<file path="config.mk">
export PLATFORM = sky130hd
export DESIGN_NAME = int_sched
export DESIGN_NICKNAME = d
export VERILOG_FILES = /design/src/rtl/int_sched.sv
export SDC_FILE = /design/constraint.sdc
export NUM_CORES = 1
export LEC_CHECK = 0
export CAP_MARGIN = 10
export CORE_ASPECT_RATIO = 1.4
export CORE_UTILIZATION = 50
export CTS_CLUSTER_SIZE = 24
export DETAILED_ROUTE_END_ITERATION = 6
export PLACE_DENSITY_LB_ADDON = 0.3
export SETUP_SLACK_MARGIN = 0.1
export SLEW_MARGIN = 20
export SYNTH_ARGS = -nofsm -noshare
export SYNTH_HDL_FRONTEND = slang
export SYNTH_SLANG_ARGS = --single-unit
export TNS_END_PERCENT = 20
</file>
<file path="constraint.sdc">
create_clock -name clk -period 5.5 [get_ports clk]
set_input_delay 1.1 -clock clk [delete_from_list [all_inputs] [get_ports clk]]
set_output_delay 1.1 -clock clk [all_outputs]
set_load 0.01 [all_outputs]
</file>
<file path="src/rtl/int_sched.sv">
// ----------------------------------------------------------------------------
// int_sched
//
// Three-channel periodic interrupt-source scheduler for the Z80 interrupt
// controller. It issues one-clock request strobes on int_stbs[2:0]. A shared
// 8-bit prescaler produces a tick. Each channel has a 16-bit reload counter
// that expires once every (period+1) ticks. All registers sit on the Z80
// port bus.
//
// Ports
//   clk       system clock
//   rst       synchronous reset, active-high
//   din[7:0]  write data from the port decoder
//   addr[2:0] register select
//   wr        write strobe, one clk per access
//   dout[7:0] combinational readback of the register at addr
//   int_stbs  registered request strobes, one clk wide per expiry
//
// Register map
//   0/1  ch0 period lo/hi     2/3  ch1 period lo/hi     4/5  ch2 period lo/hi
//   6    prescaler P          7    control {2'b0, oneshot[2:0], run[2:0]}
//
// Period writes
//   A lo write fills a shared shadow byte. The hi write commits {hi, shadow}.
//   A committed period only takes effect at the channel's next reload, so a
//   running channel is never disturbed.
//
// Build option
//   INT_SCHED_ONESHOT_EN : when defined, control bits [5:3] select one-shot
//   mode per channel. A one-shot channel drops its run bit at the edge that
//   issues its strobe. When undefined those bits are absent and read 0.
// ----------------------------------------------------------------------------
module int_sched (
    input  logic       clk,
    input  logic       rst,
    input  logic [7:0] din,
    input  logic [2:0] addr,
    input  logic       wr,
    output logic [7:0] dout,
    output logic [2:0] int_stbs
);

    logic [2:0][15:0] period;
    logic [2:0][15:0] cnt;
    logic [7:0]       shadow;
    logic [7:0]       presc;
    logic [7:0]       pcnt;
    logic [2:0]       run;
    logic [2:0]       oneshot;

    logic             tick;
    logic             ctrl_wr;
    logic             presc_wr;
    logic [2:0]       commit;
    logic [2:0][15:0] period_nxt;
    logic [2:0]       start;
    logic [2:0]       stop;
    logic [2:0]       expire;
    logic [2:0]       strobe_nxt;
    logic [2:0]       oneshot_hit;
    logic [2:0]       run_nxt;
    logic [2:0][15:0] cnt_nxt;
    logic [7:0]       pcnt_nxt;

    // Next value of a running channel counter on a tick. An expired
    // counter reloads instead of decrementing, so it never wraps.
    function automatic logic [15:0] count_step(input logic [15:0] cur,
                                               input logic [15:0] reload);
        if (cur == 16'd0) begin
            return reload;
        end
        return cur - 16'd1;
    endfunction

    assign tick     = (pcnt == 8'd0);
    assign ctrl_wr  = wr && (addr == 3'd7);
    assign presc_wr = wr && (addr == 3'd6);

    always_comb begin
        commit      = '0;
        period_nxt  = period;
        start       = '0;
        stop        = '0;
        expire      = '0;
        strobe_nxt  = '0;
        cnt_nxt     = cnt;
        for (int i = 0; i < 3; i++) begin
            commit[i] = wr && (addr == 3'(2 * i + 1));
            // A commit in the same cycle as a reload must feed the reload.
            if (commit[i]) begin
                period_nxt[i] = {din, shadow};
            end
            start[i]      = ctrl_wr && din[i] && !run[i];
            stop[i]       = ctrl_wr && !din[i];
            expire[i]     = tick && run[i] && (cnt[i] == 16'd0);
            // A control write clearing run beats a coincident expiry.
            strobe_nxt[i] = expire[i] && !stop[i];
            if (start[i]) begin
                cnt_nxt[i] = period_nxt[i];
            end else if (stop[i]) begin
                cnt_nxt[i] = cnt[i];
            end else if (run[i] && tick) begin
                cnt_nxt[i] = count_step(cnt[i], period_nxt[i]);
            end
        end
    end

`ifdef INT_SCHED_ONESHOT_EN
    assign oneshot_hit = strobe_nxt & oneshot;
`else
    assign oneshot_hit = 3'b000;
`endif

    assign run_nxt  = (ctrl_wr ? din[2:0] : run) & ~oneshot_hit;

    // Writing P also reloads the prescaler counter immediately.
    assign pcnt_nxt = presc_wr ? din :
                      tick     ? presc :
                                 pcnt - 8'd1;

    // Register stage: configuration, counters and the strobe register.
    always_ff @(posedge clk) begin
        if (rst) begin
            period   <= '0;
            cnt      <= '0;
            shadow   <= '0;
            presc    <= '0;
            pcnt     <= '0;
            run      <= '0;
            int_stbs <= '0;
        end else begin
            if (wr && (addr == 3'd0 || addr == 3'd2 || addr == 3'd4)) begin
                shadow <= din;
            end
            if (presc_wr) begin
                presc <= din;
            end
            period   <= period_nxt;
            cnt      <= cnt_nxt;
            pcnt     <= pcnt_nxt;
            run      <= run_nxt;
            int_stbs <= strobe_nxt;
        end
    end

`ifdef INT_SCHED_ONESHOT_EN
    always_ff @(posedge clk) begin
        if (rst) begin
            oneshot <= '0;
        end else if (ctrl_wr) begin
            oneshot <= din[5:3];
        end
    end
`else
    assign oneshot = 3'b000;
`endif

    // Readback returns committed periods, never the shadow byte.
    always_comb begin
        dout = 8'h00;
        case (addr)
            3'd0: dout = period[0][7:0];
            3'd1: dout = period[0][15:8];
            3'd2: dout = period[1][7:0];
            3'd3: dout = period[1][15:8];
            3'd4: dout = period[2][7:0];
            3'd5: dout = period[2][15:8];
            3'd6: dout = presc;
            3'd7: dout = {2'b00, oneshot, run};
            default: dout = 8'h00;
        endcase
    end

endmodule

</file>
==> impl_metrics.tcl <==
set metrics [dict create \
    drtPass1Iterations 5 \
    hold-worst-slack_ns 0.476 \
    yosysWarningCount 0 \
    antenna_violations_before_repair 0 \
    seq_power_share 0.335 \
    rsz0062_at_grt "false" \
    cts.clk_slew.worst_paths_ns 0.05 \
    drive_above_1_share 0.0800 \
    synth_edf_count 0 \
    core.rowCount 49 \
    power.share.clock 0.400 \
    first_global_vias 5994 \
    place.gp.congestion 0.978 \
    cts_sinks 126 \
    netSwitchingPower_uw 931 \
    critPathLaunchType "input port" \
    starting_density_of_the_core 0.518 \
    finalCriticalPeriod_ns 4.70 \
    area_growth_syn_to_layout_pct 13.9 \
    grt_pass1_wl_mm 31.8 \
    ys_ff_latch 126 \
    postCtsResizedCells 0 \
    post_cts_hold_buffer_count 0 \
    yosysTopAreaCellShare 0.377 \
    critPathMaxStageDelay_ns 0.86 \
    achievable_clock_frequency_mhz 213 \
    post_synth_most_frequent_cells "sky130_fd_sc_hd__dfxtp_1, sky130_fd_sc_hd__nor2_1, sky130_fd_sc_hd__mux2i_1" \
    max-vdd-ir-drop_uv 269 \
    clock_root_buffer_master "sky130_fd_sc_hd__clkbuf_16" \
    floorplan.io_pins 25 \
    post_dp_hpwl_mm 14.1 \
    final-hold-violation-count 0 \
    detailedRoute.firstIterationViolations 404 \
    grt_usage 0.298 \
    cpMaxStageDelayCell "sky130_fd_sc_hd__clkdlybuf4s50_1" \
    synth_nets 817 \
    synth_most_common_cell "sky130_fd_sc_hd__dfxtp_1" \
    crit_arrival_ns 3.60 \
    critPathRequiredTime_ns 4.40 \
    worst_setup_path_end_kind "output pin" \
    crit_path_kind "input port to output pin" \
    die_x_um 99.8 \
    maxSlewHeadroom 0.325 \
    wirelength_routed_mm 19.8 \
    synth.cell_area_um2 6700 \
    hold_path_class "flop to flop" \
    clock_tree_from_tritoncts "built" \
    final.setup.tns_ns 0 \
    status "finished, final reports clean" \
    finalSetupViolations 0 \
    portBuffers 24 \
    global_route.overflow_total 0 \
    critical_path.most_common_cell "sky130_fd_sc_hd__clkdlybuf4s50_1" \
    maxCapViolations 0 \
    final_min_period_over_clock_period 0.855 \
    fp.dieArea_um2 13900 \
    syn_inst 795 \
    seq_area_frac_synth 0.377 \
    clock_tree.htree_level_count 4 \
    fin_nets 811 \
    worstPathCellList "clkdlybuf4s50_1, buf_4, or3_1, o22a_1, clkdlybuf4s50_1" \
    nFillCells 1146 \
    route.detailed.wl_per_inst_um 20.3 \
    post-place-cells 947 \
    post_synth_main_area_contributors "sky130_fd_sc_hd__dfxtp_1, sky130_fd_sc_hd__mux2i_1, sky130_fd_sc_hd__nor2_1" \
    maximum_fanout_count_along_the_critical_path 24 \
    ys_dominant_reg_cell "sky130_fd_sc_hd__dfxtp_1" \
    worst_skew_pair.late_latency_ns 0.43 \
    drv_slew 0 \
    power_switching_share 0.308 \
    post_cts.repair.setup_buffers 0 \
    tightest_slew_ns 1.01 \
    synth.distinct_cells 65 \
    pwr_density_cell_nw_per_um2 397 \
    power.share.combinational 0.265 \
    cts.path.max_buffers 2 \
    synth.avg_cell_area_um2 8.43 \
    synth_async_sr_flop_share 0 \
    dr_total_vias 6221 \
    count_of_nets_left_with_antenna_violations_after_detail_routing 0 \
    fp.coreArea_um2 12900 \
    floorplan.die.height_um 139 \
    via_per_inst 6.36 \
    synth_top_cell_by_area "sky130_fd_sc_hd__dfxtp_1" \
    n_antenna_cell 0 \
    final_cells 978 \
    pin_count_of_the_biggest_net_entering_global_routing 57 \
    post-route-drc-count 0 \
    cellLeakagePower_uw 0.00310 \
    skew_ns 0.00634 \
    tritoncts.num_buffers 17 \
    cell_internal_pwr_uw 2100 \
]
## cell type report
cell class | count | area, µm² | area share
Multi-Input combinational cell | 581 | 3830 | 0.502
Sequential cell | 126 | 2520 | 0.331
Clock buffer | 25 | 505 | 0.0662
Timing Repair Buffer | 33 | 309 | 0.0405
Tap cell | 178 | 223 | 0.0292
Clock inverter | 5 | 128 | 0.0167
Inverter | 30 | 113 | 0.0148
## worst max-delay path: cells and delay by family
kind	cells	cell delay (ns)
simple gates	1	0.47
buf+inv	3	1.74
compound gates	1	0.28
## cell families (layout without fill, tap and decap cells)
| family | Yosys count | in the layout | synth area share |
|---|---|---|---|
| xor gates and xnor gates | 3 | 3 | 0.00392 |
| adders and majority gates | 8 | 8 | 0.0149 |
| DFF | 126 | 126 | 0.377 |
| AOI/OAI and AO/OA | 206 | 206 | 0.207 |
| and+or+nand+nor | 283 | 283 | 0.217 |
| muxes | 81 | 81 | 0.126 |
| buffers and inverters | 88 | 93 | 0.0538 |
## registers in the layout, summed over array words and instances (netlist names)
signal	cells
cnt	48
run	3
pcnt	8
int_stbs	3
period	48
shadow	8
presc	8
## routing by layer
layer	global-route usage	share of wire	vias up
met5	0	0	-
met1	0.354	0.40	2966
met3	0.0620	0.058	60
met4	0.174	0.049	0
met2	0.491	0.49	251
li1	-	-	2944
## layout by cell type, fill, tap and decap left out, types with 4 or more instances in the layout
cell type / netlist / layout
sky130_fd_sc_hd__a21o_1: 8 / 8
sky130_fd_sc_hd__a21oi_1: 57 / 57
sky130_fd_sc_hd__a221oi_1: 10 / 10
sky130_fd_sc_hd__a22oi_1: 5 / 5
sky130_fd_sc_hd__a31oi_1: 4 / 4
sky130_fd_sc_hd__a32o_1: 21 / 21
sky130_fd_sc_hd__and2_1: 6 / 6
sky130_fd_sc_hd__buf_4: 1 / 9
sky130_fd_sc_hd__bufinv_16: 0 / 4
sky130_fd_sc_hd__clkbuf_16: 0 / 17
sky130_fd_sc_hd__clkbuf_8: 0 / 5
sky130_fd_sc_hd__clkdlybuf4s50_1: 0 / 23
sky130_fd_sc_hd__dfxtp_1: 126 / 126
sky130_fd_sc_hd__ha_1: 8 / 8
sky130_fd_sc_hd__inv_1: 30 / 30
sky130_fd_sc_hd__mux2_2: 9 / 9
sky130_fd_sc_hd__mux2i_1: 70 / 70
sky130_fd_sc_hd__nand2_1: 56 / 56
sky130_fd_sc_hd__nand3_1: 10 / 10
sky130_fd_sc_hd__nand4_1: 9 / 9
sky130_fd_sc_hd__nand4b_1: 4 / 4
sky130_fd_sc_hd__nor2_1: 95 / 95
sky130_fd_sc_hd__nor2b_1: 5 / 5
sky130_fd_sc_hd__nor3_1: 23 / 23
sky130_fd_sc_hd__nor3b_1: 6 / 6
sky130_fd_sc_hd__nor4_1: 19 / 19
sky130_fd_sc_hd__o211ai_1: 8 / 8
sky130_fd_sc_hd__o21a_1: 4 / 4
sky130_fd_sc_hd__o21ai_0: 50 / 50
sky130_fd_sc_hd__o32ai_1: 12 / 12
sky130_fd_sc_hd__or3_1: 8 / 8
sky130_fd_sc_hd__or4_1: 16 / 16
## per-stage QoR
stage / cell area (µm²) / setup slack [ns] / utilization / total power, µW
after floorplan: 6700 / 2.08 / - / 1650
after global placement: 6990 / 0.826 / 0.540 / 1790
after detailed placement: 6990 / 0.830 / 0.540 / 1820
after CTS: 7620 / 0.823 / 0.589 / 3020
after global routing: 7630 / 0.681 / 0.590 / 3160
final: 7630 / 0.795 / 0.590 / 3030
## worst paths after layout
path / slack, ns / cells after the start / from / end
worst max register to register: 2.44 / 8 / pcnt[0] / cnt[2]
worst min register to register: 0.48 / 2 / cnt[11] / cnt[11]
worst min-delay path: 0.48 / 2 / cnt[11] / cnt[11]
worst max-delay path: 0.80 / 5 / addr[0] / dout[1]
## power by group through the flow
stage	combinational, µW	clock, µW	sequential (µW)
2_1_floorplan	634	0	1010
3_3_place_gp	763	0	1030
3_5_place_dp	786	0	1030
4_1_cts	789	1220	1010
5_1_grt	874	1270	1020
6_report	801	1210	1010
(Power assumes the default switching activity.)
